File: src/rtl/afifo_rd_stream_pkg.sv
// rtl/afifo_rd_stream_pkg.sv - shared constants and types for the async FIFO read-side drain stage
package afifo_pkg;

    // Output buffer entries; the buffer logic is written for exactly two.
    localparam int AFIFO_BUF_DEPTH = 2;

    // Width of the optional delivered-word counter.
    localparam int AFIFO_CNT_W = 16;

    // Buffer occupancy, 0..2.
    typedef logic [1:0] afifo_occ_t;

endpackage

File: src/rtl/afifo_rd_stream_if.sv
// rtl/afifo_rd_stream_if.sv - valid/ready output stream between the drain stage and its consumer
interface afifo_rd_stream_if #(
    parameter int DataSize = 3
);

    logic                OutValid;
    logic [DataSize-1:0] OutData;
    logic                OutReady;

    // The drain stage produces words.
    modport master (
        output OutValid,
        output OutData,
        input  OutReady
    );

    // The consumer accepts words.
    modport slave (
        input  OutValid,
        input  OutData,
        output OutReady
    );

endinterface

File: src/rtl/afifo_rd_stream_buf.sv
// rtl/afifo_rd_stream_buf.sv - 2-entry ordered buffer (afifo_rd_buf) with write, accept, head data and occupancy
module afifo_rd_buf
    import afifo_pkg::*;
#(
    parameter int DataSize = 3
) (
    input  logic                clk,
    input  logic                rst,
    input  logic                wr,
    input  logic [DataSize-1:0] wr_data,
    input  logic                acc,
    output logic [DataSize-1:0] head_data,
    output afifo_occ_t          occ
);

    logic [DataSize-1:0] head_q;
    logic [DataSize-1:0] tail_q;

    // Head/tail update; the issuer guarantees no write into a full buffer
    // unless the head is accepted on the same edge.
    always_ff @(posedge clk) begin
        if (rst) begin
            occ    <= '0;
            head_q <= '0;
            tail_q <= '0;
        end else begin
            case (occ)
                2'd0: begin
                    if (wr) begin
                        head_q <= wr_data;
                        occ    <= 2'd1;
                    end
                end
                2'd1: begin
                    case ({wr, acc})
                        2'b10: begin
                            tail_q <= wr_data;
                            occ    <= 2'd2;
                        end
                        // Captured word replaces the departing head directly.
                        2'b11: head_q <= wr_data;
                        2'b01: occ    <= 2'd0;
                        default: ;
                    endcase
                end
                default: begin
                    if (acc) begin
                        head_q <= tail_q;
                        if (wr) begin
                            tail_q <= wr_data;
                        end else begin
                            occ <= 2'd1;
                        end
                    end
                end
            endcase
        end
    end

    assign head_data = head_q;

endmodule

File: src/rtl/afifo_rd_stream.sv
// rtl/afifo_rd_stream.sv - async FIFO read-side drain stage; AFIFO_RD_CNT_EN adds the WordCount port
module afifo_rd_stream
    import afifo_pkg::*;
#(
    parameter int DataSize = 3,
    parameter int BufDepth = AFIFO_BUF_DEPTH
) (
    input  logic                   Rclk,
    input  logic                   Rreset,
    input  logic                   empty,
    input  logic [DataSize-1:0]    DataOut,
    output logic                   Pop,
    input  logic                   Stop,
    afifo_rd_stream_if.master      strm
`ifdef AFIFO_RD_CNT_EN
    ,
    output logic [AFIFO_CNT_W-1:0] WordCount
`endif
);

    logic       in_flight;
    logic       acc;
    logic [2:0] load;
    afifo_occ_t occ;

    assign acc = strm.OutValid && strm.OutReady;

    // Issue a pop only when the word it returns is sure to find a buffer slot,
    // counting the word already in flight and the one leaving this edge.
    always_comb begin
        load = {1'b0, occ} + {2'b00, in_flight} - {2'b00, acc};
        Pop  = !Rreset && !Stop && !empty && (load < 3'(BufDepth));
    end

    // A pop sampled on this edge returns data during the next cycle.
    always_ff @(posedge Rclk) begin
        if (Rreset) begin
            in_flight <= 1'b0;
        end else begin
            in_flight <= Pop;
        end
    end

    afifo_rd_buf #(
        .DataSize (DataSize)
    ) u_buf (
        .clk       (Rclk),
        .rst       (Rreset),
        .wr        (in_flight),
        .wr_data   (DataOut),
        .acc       (acc),
        .head_data (strm.OutData),
        .occ       (occ)
    );

    assign strm.OutValid = (occ != 2'd0);

`ifdef AFIFO_RD_CNT_EN
    // Delivered-word counter, wraps naturally at its width.
    always_ff @(posedge Rclk) begin
        if (Rreset) begin
            WordCount <= '0;
        end else if (acc) begin
            WordCount <= WordCount + 1'b1;
        end
    end
`endif

endmodule

File: src/flat_wrapper.sv
// flat-port wrapper written by rule: the top's interface ports become plain ports
module afifo_rd_stream_flat import afifo_pkg::*;
#(
    parameter int DataSize = 3,
    parameter int BufDepth = AFIFO_BUF_DEPTH
)
  (Rclk, Rreset, empty, DataOut, Pop, Stop, strm_OutValid, strm_OutData, strm_OutReady);
  afifo_rd_stream_if #(.DataSize(DataSize)) strm_i ();
  input  logic Rclk;
  input  logic Rreset;
  input  logic empty;
  input  logic [DataSize-1:0] DataOut;
  output logic Pop;
  input  logic Stop;
  output wire logic [$bits(strm_i.OutValid)-1:0] strm_OutValid;
  output wire logic [$bits(strm_i.OutData)-1:0] strm_OutData;
  input wire logic [$bits(strm_i.OutReady)-1:0] strm_OutReady;
  assign strm_OutValid = strm_i.OutValid;
  assign strm_OutData = strm_i.OutData;
  assign strm_i.OutReady = strm_OutReady;
  afifo_rd_stream #(.DataSize(DataSize), .BufDepth(BufDepth)) u_core (.Rclk(Rclk), .Rreset(Rreset), .empty(empty), .DataOut(DataOut), .Pop(Pop), .Stop(Stop), .strm(strm_i));
endmodule
File: config.mk
export PLATFORM = sky130hd
export DESIGN_NAME = afifo_rd_stream_flat
export DESIGN_NICKNAME = d
export VERILOG_FILES = /design/src/rtl/afifo_rd_stream_pkg.sv /design/src/rtl/afifo_rd_stream_if.sv /design/src/rtl/afifo_rd_stream_buf.sv /design/src/rtl/afifo_rd_stream.sv /design/src/flat_wrapper.sv
export SDC_FILE = /design/constraint.sdc
export NUM_CORES = 1
export LEC_CHECK = 0
export CAP_MARGIN = 15
export CORE_AREA = 5 5 42 44
export DETAILED_ROUTE_END_ITERATION = 12
export DIE_AREA = 0 0 47 49
export DONT_BUFFER_PORTS = 1
export PLACE_DENSITY_LB_ADDON = 0.15
export SLEW_MARGIN = 30
export SYNTH_ARGS = -nofsm -noshare
export SYNTH_HDL_FRONTEND = slang
export SYNTH_SLANG_ARGS = --single-unit
export TNS_END_PERCENT = 10
File: constraint.sdc
create_clock -name Rclk -period 2.7 [get_ports Rclk]
set_input_delay 0.81 -clock Rclk [delete_from_list [all_inputs] [get_ports Rclk]]
set_output_delay 0.81 -clock Rclk [all_outputs]
set_load 0.01 [all_outputs]
==> impl_table.tex, run 1 <==
\begin{tabular}{lr}
\hline
Metric & Value \\
\hline
\multicolumn{2}{l}{\textbf{Critical path}} \\
\quad Crit Path Max Fanout & 2 \\
\quad Arrival @ worst endpoint & 2.11 ns \\
\quad Top Family by Delay on Critical Path & simple AND/OR/NAND/NOR gates \\
\quad Largest stage delay, worst path & 0.50 ns \\
\quad Standard cell with the maximum stage delay on the critical path & fa\_1 \\
\quad CP startpoint kind & register \\
\quad Data required time of the critical path & 1.89 ns \\
\quad Cell Chain, Critical Path & or2\_4, nand2\_8, ha\_4, nand2b\_4, fa\_1, nand2b\_1, nor4\_4 \\
\quad Critical Path Sink Type & primary output \\
\quad Kind of critical path & register to primary output \\
\quad Buffers plus inverters on the worst setup path & 0 \\
\multicolumn{2}{l}{\textbf{Worst hold path}} \\
\quad Hold Crit Class & register to register \\
\multicolumn{2}{l}{\textbf{Placed design}} \\
\quad Placer congestion estimate & 0.738 \\
\quad Number of I/O port buffers & 0 \\
\quad Dpl cells & 72 \\
\quad Minimum setup slack after placement & -0.258 ns \\
\quad Post-DP HPWL & between 800 and 900 microns \\
\quad Cell area after placement & 611 sq um \\
\multicolumn{2}{l}{\textbf{Routing}} \\
\quad Via density & between 5 and 6 \\
\quad First drt pass iteration count & 3 \\
\quad Number of design rule violations left after detail routing & 0 \\
\quad Wire length after detailed routing & about 1100 microns \\
\quad Wire length per cell after detailed routing & 14.5 microns \\
\quad Starting DRT DRC Count & 7 \\
\quad Post-route antenna net violation count & 0 \\
\quad Number of vias after detailed routing & 410 \\
\multicolumn{2}{l}{\textbf{Synthesis}} \\
\quad Number of distinct library cells after synthesis & 22 \\
\quad Gate count after technology mapping & 53 \\
\quad Portion of the post-synthesis area used by sequential elements & 0.350 \\
\quad Total of warnings raised by yosys & 0 \\
\quad Syn\_area\_per\_cell & 9.70 sq um \\
\quad FF+latch count, synth & 9 \\
\quad Net Count, Synth & 63 \\
\quad Netlist Area Pre-Place & between 500 and 600 sq um \\
\multicolumn{2}{l}{\textbf{STA}} \\
\quad Worst slew margin relative to its limit & 0.782 \\
\quad Setup repair after global routing missed its margin & true \\
\quad Final number of hold-violating endpoints & 0 \\
\quad Clock tree skew after final layout & 0.00133 ns \\
\quad Max Clk Rate & 343 MHz \\
\quad Final Worst Setup Slack & -0.217 ns \\
\quad Post-route fraction of the period consumed by the critical path & 1.08 \\
\quad Max-slew violation count & 0 \\
\quad Least-Margin Pin Slew & 0.325 ns \\
\quad Final Setup Violations & 1 \\
\quad Tmin final & between 2 and 3 ns \\
\multicolumn{2}{l}{\textbf{Floorplan}} \\
\quad DIE WIDTH & 47 microns \\
\quad Area of the die & 0.00230 sq mm \\
\quad Floorplan row count & 14 \\
\quad Number of ports placed on the die boundary & 13 \\
\quad Die height & 49 microns \\
\quad Placeable Area & between 0.001 and 0.0015 sq mm \\
\quad Starting Density & 0.367 \\
\multicolumn{2}{l}{\textbf{CTS}} \\
\quad Clock slew at reported path FFs & 0.06 ns \\
\quad Number of setup buffers added after CTS & 0 \\
\quad Clock sink total & 9 \\
\quad Hold buffer count at CTS & 0 \\
\quad Insertion delay of the later-clocked pin in the worst-skew pair & about 0.25 ns \\
\quad Number of buffers on the longest clock path & 2 \\
\quad CTS Buf Count & 3 \\
\quad Root Buffer Master & clkbuf\_4 \\
\quad Number of levels the H-tree was split into & 1 \\
\quad Clock tree from TritonCTS & done \\
\multicolumn{2}{l}{\textbf{Layout}} \\
\quad Most frequent standard cell in the layout excluding fill and tap cells & dfxtp\_1 \\
\quad Final cell utilization of the core & 0.455 \\
\quad Finished Cell Area & between 600 and 700 sq um \\
\quad Nets & slightly above 70 \\
\quad Top library cells by usage in the layout, fill and taps aside & 8 x dfxtp\_1, 7 x nand2b\_1, 6 x mux2i\_1, 5 x buf\_4 \\
\quad Non-Filler Instances & between 70 and 80 \\
\quad Area added between synthesis and finish & 24.1\% \\
\quad Diode count & 0 \\
\quad Layout cells sized above 1 & 0.267 \\
\multicolumn{2}{l}{\textbf{Global route}} \\
\quad Overflow after GRT & 0 \\
\quad Global-route wire length before repair & 1950 microns \\
\quad Global-route usage over all layers & 0.114 \\
\quad Number of antenna violations at the first check in global routing & 0 \\
\quad Pin count of the biggest net entering global routing & 17 \\
\quad Vias in the first global route & 457 \\
\multicolumn{2}{l}{\textbf{Power}} \\
\quad Peak VDD IR & roughly 0.00027 V \\
\quad Cell area power density & 428 mW/mm\^{}2 \\
\quad Leakage & 0.000247 uW \\
\multicolumn{2}{l}{\textbf{Run status}} \\
\quad Violated checks & negative setup slack \\
\quad Status & complete, but fails checks \\
\multicolumn{2}{l}{\textbf{Job}} \\
\quad Maximum capacitance violations & 0 \\
\hline
\end{tabular}
## worst min-delay path, stage by stage (launching register included)
cell and delay, ns:
dfxtp_1 0.31, nand2b_1 0.06, mux2i_1 0.06
## metal layers
layer,global-route usage,part of all wire,up-vias
met2,0.174,0.49,7
met5,0,0,-
met3,0.0295,0.062,2
li1,-,-,208
met4,0.0691,0.013,0
met1,0.136,0.43,193
## kinds of logic (layout without fill, tap and decap cells)
logic type / after synthesis / count (layout) / synth area share
AO/OA/AOI/OAI: 12 / 12 / 0.180
XOR/XNOR: 1 / 1 / 0.0170
flip-flops: 9 / 9 / 0.350
buffers and inverters: 2 / 9 / 0.0292
AND/OR/NAND/NOR: 21 / 21 / 0.243
adder cells (fa/ha/maj): 2 / 2 / 0.0633
multiplexers: 6 / 6 / 0.117
## cells in the mapped netlist
master    count  share of area
fa_1          1          0.039
and2_1        1          0.012
a31oi_2       1          0.024
clkbuf_1      1         0.0073
mux2i_1       6           0.12
a22oi_1       1          0.015
xor2_1        1          0.017
a21oi_1       2          0.019
dfxtp_1       9           0.35
nor2_1        2          0.015
or2_2         1          0.012
ha_1          1          0.024
o21ai_0       4          0.039
and3b_1       1          0.017
o21ba_4       1          0.032
nor2b_1       4          0.049
nand2_1       1         0.0073
o41ai_1       3          0.051
nor4_1        2          0.024
nor3_1        1         0.0097
buf_6         1          0.022
nand2b_1      8          0.097
## state kept, by name, indices dropped and copies added (netlist names)
register	cells
u_core.u_buf.occ	2
u_core.u_buf.tail_q	3
u_core.u_buf.head_data	3
u_core.in_flight	1
## through the flow
stage / hold slack (ns) / power (uW) / setup TNS, ns
after CTS: 0.485 / 279 / -0.311
final: 0.478 / 273 / -0.217
after detailed placement: 0.473 / 174 / -0.258
after global placement: 0.461 / 172 / -0.246
after floorplan: 0.451 / 167 / -0.202
after global routing: 0.524 / 288 / -0.282
## cell type report
| class | instances | area, sq um |
|---|---|---|
| well taps | 16 | 20.0 |
| flip-flops and latches | 9 | 181 |
| repair buffers | 5 | 37.5 |
| fillers | 149 | 763 |
| clock buffers | 4 | 26.3 |
| multi-input cells | 42 | 373 |
## report_power, final
part	total, uW	internal, uW	leakage (uW)	switching (uW)
sequential	140	136	0.0000734	3.62
combinational	31.0	17.6	0.000158	13.5
clock	102	56.8	0.0000150	45.3
total	273	211	0.000247	62.4
## timing repair
action                     in CTS  in global routing
gates cloned                    0                  0
gates resized for setup         1                  0
setup endpoints to repair       1                  1
pin swaps                       4                  1
## final timing paths
| path | from | to | slack (ns) | cells past startpoint |
|---|---|---|---|---|
| hold / removal | u_core.u_buf.tail_q[0] | u_core.u_buf.tail_q[0] | 0.48 | 2 |
| setup / recovery | u_core.u_buf.occ[0] | Pop | -0.22 | 7 |
| setup reg to reg | u_core.u_buf.occ[0] | u_core.in_flight | 0.71 | 8 |
| hold reg to reg | u_core.u_buf.tail_q[0] | u_core.u_buf.tail_q[0] | 0.48 | 2 |
Note: power is estimated with default switching activity, not from simulation.
==> inputs of run 2 (changes only) <==
--- a/config.mk
+++ b/config.mk
@@ -6,12 +6,14 @@
 export NUM_CORES = 1
 export LEC_CHECK = 0
 export CAP_MARGIN = 15
-export CORE_AREA = 5 5 42 44
+export CELL_PAD_IN_SITES_DETAIL_PLACEMENT = 2
+export CELL_PAD_IN_SITES_GLOBAL_PLACEMENT = 2
+export CORE_ASPECT_RATIO = 1.1
+export CORE_MARGIN = 5
+export CORE_UTILIZATION = 31
 export DETAILED_ROUTE_END_ITERATION = 12
-export DIE_AREA = 0 0 47 49
 export DONT_BUFFER_PORTS = 1
 export PLACE_DENSITY_LB_ADDON = 0.15
-export SLEW_MARGIN = 30
 export SYNTH_ARGS = -nofsm -noshare
 export SYNTH_HDL_FRONTEND = slang
 export SYNTH_SLANG_ARGS = --single-unit
==> constraint.sdc (replaced) <==
create_clock -name Rclk -period 2.7 [get_ports Rclk]
set_input_delay 0.81 -clock Rclk [delete_from_list [all_inputs] [get_ports Rclk]]
set_output_delay 0.81 -clock Rclk [all_outputs]
set_load 0.05 [all_outputs]
==> run 2 against run 1 <==
  * The flow still finishes with violations (negative setup slack)
  * Non-clock buffer count rose by 2
  * Core utilization fell by 3.5 points
  * Wire length rose by 25%
  * Via count rose by 4.1%
  * Global-route usage rose by 0.97 points
  * Sequential cell count did not move
  * First-iteration DRC count fell by 57%
  * Maximum frequency fell by 6.9%
  * Sequential power rose by 4%
  * Clock power barely moved
  * Critical path type unchanged
==> impl_table.tex, run 2 (same netlist as run 1, synthesis figures left out) <==
\begin{tabular}{lr}
\hline
Metric & Value \\
\hline
\multicolumn{2}{l}{\textbf{STA}} \\
\quad Clock tree skew after final layout & 0.00299 ns \\
\quad Final number of hold-violating endpoints & 0 \\
\quad Least-Margin Pin Slew & between 0.5 and 0.6 ns \\
\quad Max-slew violation count & 0 \\
\quad Final Setup Violations & 1 \\
\quad Setup TNS after final layout & -0.432 ns \\
\quad Worst slew margin relative to its limit & 0.661 \\
\quad Setup repair after global routing missed its margin & true \\
\quad Max Clk Rate & 319 MHz \\
\quad Final Worst Setup Slack & -0.432 ns \\
\quad Tmin final & roughly 3.1 ns \\
\quad Post-route fraction of the period consumed by the critical path & 1.16 \\
\multicolumn{2}{l}{\textbf{Global route}} \\
\quad Global-route usage over all layers & 0.124 \\
\quad Met2 track demand over resource & 0.230 \\
\quad Overflow after GRT & 0 \\
\quad Pin count of the biggest net entering global routing & 17 \\
\quad Global-route wire length before repair & 2350 microns \\
\quad Global route hottest layer & met2 \\
\quad Vias in the first global route & 513 \\
\quad Number of antenna violations at the first check in global routing & 0 \\
\quad Met3 layer usage reported by global route & 0.0342 \\
\quad Global routing usage on met1 & 0.114 \\
\multicolumn{2}{l}{\textbf{CTS}} \\
\quad Clock tree from TritonCTS & done \\
\quad Number of buffers on the longest clock path & 2 \\
\quad Clock slew at reported path FFs & 0.06 ns \\
\quad Clock sink total & 9 \\
\quad Number of levels the H-tree was split into & 1 \\
\quad Hold buffer count at CTS & 0 \\
\quad Root Buffer Master & clkbuf\_4 \\
\quad Insertion delay of the later-clocked pin in the worst-skew pair & between 0.2 and 0.3 ns \\
\quad Number of setup buffers added after CTS & 0 \\
\quad CTS Buf Count & 3 \\
\multicolumn{2}{l}{\textbf{Power}} \\
\quad Register share of total power & 0.501 \\
\quad Switching share of power & 0.259 \\
\quad Cell area power density & 435 mW/mm\^{}2 \\
\quad Net switching power figure & around 75 uW \\
\quad Peak VDD IR & 0.000274 V \\
\quad Logic gate share of total power & 0.138 \\
\quad Leakage & 0.000268 uW \\
\quad Int Power & roughly 210 uW \\
\quad Clock Power Share & 0.361 \\
\multicolumn{2}{l}{\textbf{Floorplan}} \\
\quad Starting Density & 0.326 \\
\quad Placeable Area & approximately 0.0016 sq mm \\
\quad DIE WIDTH & a little under 50 microns \\
\quad Die height & around 53 microns \\
\quad Number of ports placed on the die boundary & 13 \\
\quad Area of the die & 0.00257 sq mm \\
\quad Floorplan row count & 15 \\
\multicolumn{2}{l}{\textbf{Layout}} \\
\quad Diode count & 0 \\
\quad \# fillers & 178 \\
\quad Top library cells by usage in the layout, fill and taps aside & 7 x nand2b\_1, 7 x dfxtp\_1, 6 x mux2i\_1, 5 x buf\_4 \\
\quad Nets & 73 \\
\quad Finished Cell Area & approximately 660 sq um \\
\quad Layout cells sized above 1 & 0.306 \\
\quad Non-Filler Instances & 79 \\
\quad Area added between synthesis and finish & 29.0\% \\
\multicolumn{2}{l}{\textbf{Critical path}} \\
\quad Largest stage delay, worst path & 0.51 ns \\
\quad Capturing point of the worst reg2reg path & u\_core.in\_flight \\
\quad Number of cells traversed by the worst register-to-register path & 8 \\
\quad Standard cell with the maximum stage delay on the critical path & fa\_1 \\
\quad R2R Setup Slk & 0.66 ns \\
\quad Buffers plus inverters on the worst setup path & 1 \\
\quad Crit path from & u\_core.u\_buf.occ[0] \\
\quad Crit Path Max Fanout & 2 \\
\quad Cell Chain, Critical Path & or2\_4, nand2\_4, ha\_4, nand2b\_4, fa\_1, nand2b\_1, nor4\_4, buf\_12 \\
\quad Data required time of the critical path & 1.89 ns \\
\quad Top Family by Delay on Critical Path & simple AND/OR/NAND/NOR gates \\
\quad Cell count along the critical path & 8 \\
\quad Worst setup endpoint & Pop \\
\quad Critical Path Sink Type & primary output \\
\quad Kind of critical path & register to primary output \\
\quad Launch point of the worst reg-to-reg path & u\_core.u\_buf.occ[0] \\
\quad CP startpoint kind & register \\
\quad Arrival @ worst endpoint & approximately 2.3 ns \\
\multicolumn{2}{l}{\textbf{Routing}} \\
\quad Number of vias after detailed routing & between 400 and 500 \\
\quad First drt pass iteration count & 2 \\
\quad Wire length per cell after detailed routing & between 15 and 20 microns \\
\quad Number of design rule violations left after detail routing & 0 \\
\quad Wire length after detailed routing & 1380 microns \\
\quad Post-route antenna net violation count & 0 \\
\quad Via density & 5.41 \\
\quad Starting DRT DRC Count & 3 \\
\multicolumn{2}{l}{\textbf{Run status}} \\
\quad Status & complete, but fails checks \\
\quad Violated checks & negative setup slack \\
\multicolumn{2}{l}{\textbf{Worst hold path}} \\
\quad Hold Crit Class & register to register \\
\quad Worst Hold Depth & 2 \\
\quad Startpoint of the lowest-slack hold path & u\_core.u\_buf.tail\_q[1] \\
\multicolumn{2}{l}{\textbf{Placed design}} \\
\quad Dpl cells & 75 \\
\quad Post-DP HPWL & 1150 microns \\
\quad Number of I/O port buffers & 0 \\
\quad Cell area after placement & roughly 630 sq um \\
\quad Placer congestion estimate & 0.734 \\
\multicolumn{2}{l}{\textbf{Job}} \\
\quad Maximum capacitance violations & 0 \\
\hline
\end{tabular}
-- run 2: cell types whose count changed in the layout (fill, tap and decap cells not counted), sizes merged --
| cell | delta |
|---|---|
| buf | +2 |
-- run 2: final cells by class --
| class | instances | area (sq um) | share of cell area |
|---|---|---|---|
| clock buffers | 4 | 26.3 | 0.0396 |
| multi-input cells | 42 | 364 | 0.549 |
| flip-flops and latches | 9 | 183 | 0.275 |
| well taps | 17 | 21.3 | 0.0321 |
| repair buffers | 7 | 68.8 | 0.104 |
-- run 2: layer usage --
layer,vias to the layer above,routed length [microns]
met5,-,0
li1,208,-
met2,11,743
met3,5,88
met4,0,38
met1,203,507
-- run 2: how the worst min path moves through the flow --
| stage | slack, ns | end |
|---|---|---|
| 2_1_floorplan | 0.45 | u_core.u_buf.tail_q[0] |
| 3_3_place_gp | 0.46 | u_core.u_buf.tail_q[0] |
| 3_5_place_dp | 0.51 | u_core.u_buf.tail_q[1] |
| 4_1_cts | 0.52 | u_core.u_buf.tail_q[2] |
| 5_1_grt | 0.54 | u_core.u_buf.tail_q[1] |
| 6_report | 0.51 | u_core.u_buf.tail_q[1] |
-- run 2: metrics by stage --
| stage | setup slack, ns | total power (uW) | hold WS [ns] | util |
|---|---|---|---|---|
| floorplan | -0.568 | 175 | 0.451 | - |
| global placement | -0.392 | 185 | 0.463 | 0.400 |
| detailed placement | -0.484 | 188 | 0.509 | 0.400 |
| CTS | -0.532 | 294 | 0.518 | 0.421 |
| global route | -0.535 | 304 | 0.537 | 0.421 |
| finish | -0.432 | 289 | 0.514 | 0.421 |
-- run 2: tightest hold or removal path, cell delays in order (launching register included) --
cell and delay, ns:
dfxtp_1 0.32, nand2b_1 0.07, mux2i_1 0.07
-- run 2: repair_timing --
action                     in CTS  in global routing
setup endpoints to repair       1                  1
cloned                          0                  0
pin swaps                       4                  2
resized for setup               3                  0
-- run 2: power groups by stage --
stage	sequential, uW	combinational [uW]	clock (uW)
2_1_floorplan	148	27.2	0
3_3_place_gp	147	37.6	0
3_5_place_dp	148	40.2	0
4_1_cts	145	40.7	108
5_1_grt	145	43.9	115
6_report	145	39.9	104
==> inputs of run 3 (changes only) <==
--- a/config.mk
+++ b/config.mk
@@ -9,7 +9,7 @@
 export CELL_PAD_IN_SITES_DETAIL_PLACEMENT = 2
 export CELL_PAD_IN_SITES_GLOBAL_PLACEMENT = 2
 export CORE_ASPECT_RATIO = 1.1
-export CORE_MARGIN = 5
+export CORE_MARGIN = 1
 export CORE_UTILIZATION = 31
 export DETAILED_ROUTE_END_ITERATION = 12
 export DONT_BUFFER_PORTS = 1
==> run 3 against run 2 <==
  * The run still ends with negative setup slack left
  * Register-to-register slack lost 0.13 ns
  * Clock power is essentially flat
  * Sequential cell count is the same
  * Cell count grew 2.5%
  * Highest routed layer is now met3
==> impl_table.tex, run 3 (same netlist as run 1, synthesis figures left out) <==
\begin{tabular}{lr}
\hline
Metric & Value \\
\hline
\multicolumn{2}{l}{\textbf{Layout}} \\
\quad Layout cells sized above 1 & 0.313 \\
\quad Multi-input gate area in the final layout & 364 sq um \\
\quad Top library cells by usage in the layout, fill and taps aside & 8 x dfxtp\_1, 7 x nand2b\_1, 7 x buf\_4, 6 x mux2i\_1 \\
\quad Diode count & 0 \\
\quad Most frequent standard cell in the layout excluding fill and tap cells & dfxtp\_1 \\
\quad Nets & 75 \\
\quad Sequential cell area & $\sim$180 sq um \\
\quad \# fillers & around 170 \\
\quad Non-Filler Instances & 81 \\
\quad Area added between synthesis and finish & 31.6\% \\
\quad Final cell utilization of the core & 0.435 \\
\multicolumn{2}{l}{\textbf{STA}} \\
\quad Final Setup Violations & 1 \\
\quad Setup repair after global routing missed its margin & true \\
\quad Clock tree skew after final layout & between 0.004 and 0.005 ns \\
\quad Final Worst Setup Slack & -0.420 ns \\
\quad Least-Margin Pin Slew & 0.515 ns \\
\quad Tmin final & between 3 and 4 ns \\
\quad Worst slew margin relative to its limit & 0.656 \\
\quad Max Clk Rate & 321 MHz \\
\quad Setup TNS after final layout & -0.420 ns \\
\quad Final number of hold-violating endpoints & 0 \\
\quad Max-slew violation count & 0 \\
\quad Post-route fraction of the period consumed by the critical path & 1.16 \\
\multicolumn{2}{l}{\textbf{Global route}} \\
\quad Number of antenna violations at the first check in global routing & 0 \\
\quad Global-route usage over all layers & 0.200 \\
\quad Pin count of the biggest net entering global routing & 17 \\
\quad Vias in the first global route & 500 \\
\quad Global-route wire length before repair & 2380 microns \\
\quad Overflow after GRT & 0 \\
\multicolumn{2}{l}{\textbf{Routing}} \\
\quad Via density & 5.41 \\
\quad Number of design rule violations left after detail routing & 0 \\
\quad First drt pass iteration count & 3 \\
\quad Number of vias after detailed routing & 438 \\
\quad Wire length on met2 & approximately 800 microns \\
\quad Met3 wirelength from detailed routing & $\sim$32 microns \\
\quad Post-route antenna net violation count & 0 \\
\quad Wire length after detailed routing & about 1400 microns \\
\quad Starting DRT DRC Count & 9 \\
\quad Wire length on met1 & 581 microns \\
\quad Uppermost layer routed & met3 \\
\quad Wire length per cell after detailed routing & between 15 and 20 microns \\
\multicolumn{2}{l}{\textbf{Critical path}} \\
\quad Crit Path Max Fanout & 2 \\
\quad Standard cell with the maximum stage delay on the critical path & fa\_1 \\
\quad Capturing point of the worst reg2reg path & u\_core.in\_flight \\
\quad Launch point of the worst reg-to-reg path & u\_core.u\_buf.occ[1] \\
\quad CP startpoint kind & register \\
\quad Critical Path Sink Type & primary output \\
\quad Largest stage delay, worst path & 0.51 ns \\
\quad Arrival @ worst endpoint & 2.31 ns \\
\quad Number of cells traversed by the worst register-to-register path & 9 \\
\quad Cell Chain, Critical Path & or2\_4, nand2\_4, ha\_4, nand2b\_4, fa\_1, nand2b\_1, nor4\_4, buf\_12 \\
\quad R2R Setup Slk & 0.53 ns \\
\quad Kind of critical path & register to primary output \\
\quad Data required time of the critical path & 1.89 ns \\
\multicolumn{2}{l}{\textbf{Floorplan}} \\
\quad Die height & about 45 microns \\
\quad Number of ports placed on the die boundary & 13 \\
\quad Starting Density & 0.330 \\
\quad DIE WIDTH & roughly 41 microns \\
\quad Floorplan row count & 15 \\
\quad Area of the die & 0.00183 sq mm \\
\quad Placeable Area & 0.00156 sq mm \\
\multicolumn{2}{l}{\textbf{Placed design}} \\
\quad Post-DP HPWL & 1160 microns \\
\quad Minimum setup slack after placement & -0.445 ns \\
\quad Number of I/O port buffers & 0 \\
\quad Placer congestion estimate & 0.737 \\
\quad Dpl cells & 75 \\
\multicolumn{2}{l}{\textbf{CTS}} \\
\quad Number of buffers on the longest clock path & 2 \\
\quad Clock sink total & 9 \\
\quad Root Buffer Master & clkbuf\_4 \\
\quad Number of levels the H-tree was split into & 1 \\
\quad Clock tree from TritonCTS & done \\
\quad Hold buffer count at CTS & 0 \\
\quad Clock slew at reported path FFs & 0.06 ns \\
\quad Insertion delay of the later-clocked pin in the worst-skew pair & 0.26 ns \\
\quad CTS Buf Count & 3 \\
\multicolumn{2}{l}{\textbf{Power}} \\
\quad Logic gate share of total power & 0.147 \\
\quad Leakage & 0.000278 uW \\
\quad Cell area power density & around 430 mW/mm\^{}2 \\
\quad Int Power & 216 uW \\
\quad Register share of total power & 0.493 \\
\quad Clock Power Share & 0.360 \\
\quad Switching share of power & 0.263 \\
\quad Peak VDD IR & 0.000219 V \\
\quad Net switching power figure & 77.1 uW \\
\multicolumn{2}{l}{\textbf{Run status}} \\
\quad Status & complete, but fails checks \\
\quad Violated checks & negative setup slack \\
\multicolumn{2}{l}{\textbf{Worst hold path}} \\
\quad Sink of the worst hold path & u\_core.u\_buf.tail\_q[0] \\
\quad Startpoint of the lowest-slack hold path & u\_core.u\_buf.tail\_q[0] \\
\quad Worst Hold Depth & 2 \\
\quad Hold Crit Class & register to register \\
\multicolumn{2}{l}{\textbf{Job}} \\
\quad Maximum capacitance violations & 0 \\
\hline
\end{tabular}
==> run 3: cell types whose count changed in the layout (fill, tap and decap cells not counted) <==
cell,change
dfxtp_1,+1
dfxtp_2,-1
buf_4,+2
==> run 3: area by class of cell <==
| type | count | area share |
|---|---|---|
| clock buffers | 4 | 0.0388 |
| multi-input cells | 42 | 0.538 |
| flip-flops and latches | 9 | 0.268 |
| well taps | 17 | 0.0314 |
| repair buffers | 9 | 0.124 |
==> run 3: how the worst max path moves through the flow <==
stage	slack, ns	endpoint	cells past startpoint	start
5_1_grt	-0.51	Pop	8	u_core.u_buf.occ[1]
3_5_place_dp	-0.45	Pop	7	strm_OutReady
4_1_cts	-0.50	Pop	8	u_core.u_buf.occ[1]
6_report	-0.42	Pop	8	u_core.u_buf.occ[1]
3_3_place_gp	-0.39	Pop	7	strm_OutReady
2_1_floorplan	-0.57	Pop	8	u_core.u_buf.occ[1]
==> run 3: through the flow <==
stage,hold WS (ns),total power (uW),instance area (sq um)
after floorplan,0.451,175,559
after global placement,0.462,184,631
final,0.491,293,677
after detailed placement,0.488,188,631
after global routing,0.521,310,677
after CTS,0.497,297,669
==> run 3: layer usage <==
layer,global-route usage,vias up
li1,-,216
met1,0.227,216
met2,0.331,6
met3,0.0788,0
met4,0.0600,0
met5,0,-
==> run 3: power groups by stage <==
stage	combinational, uW	clock (uW)	sequential [uW]
detailed placement	40.0	0	148
floorplan	27.2	0	148
CTS	42.0	110	144
finish	43.2	105	144
global placement	36.6	0	147
global route	46.4	119	145
==> run 3: repair_timing <==
| action | 4_1_cts | 5_1_grt |
|---|---|---|
| endpoints found under the setup margin | 1 | 1 |
| pin swaps | 4 | 1 |
| gates resized for setup | 2 | 0 |
| buffers inserted | 1 | 1 |
==> run 3: worst max-delay path: cells and delay by family, from the launching register on <==
kind	cells	cell delay, ns
adders and majority gates	2	0.70
DFF	1	0.32
and+or+nand+nor	5	0.86
buffers and inverters	1	0.18
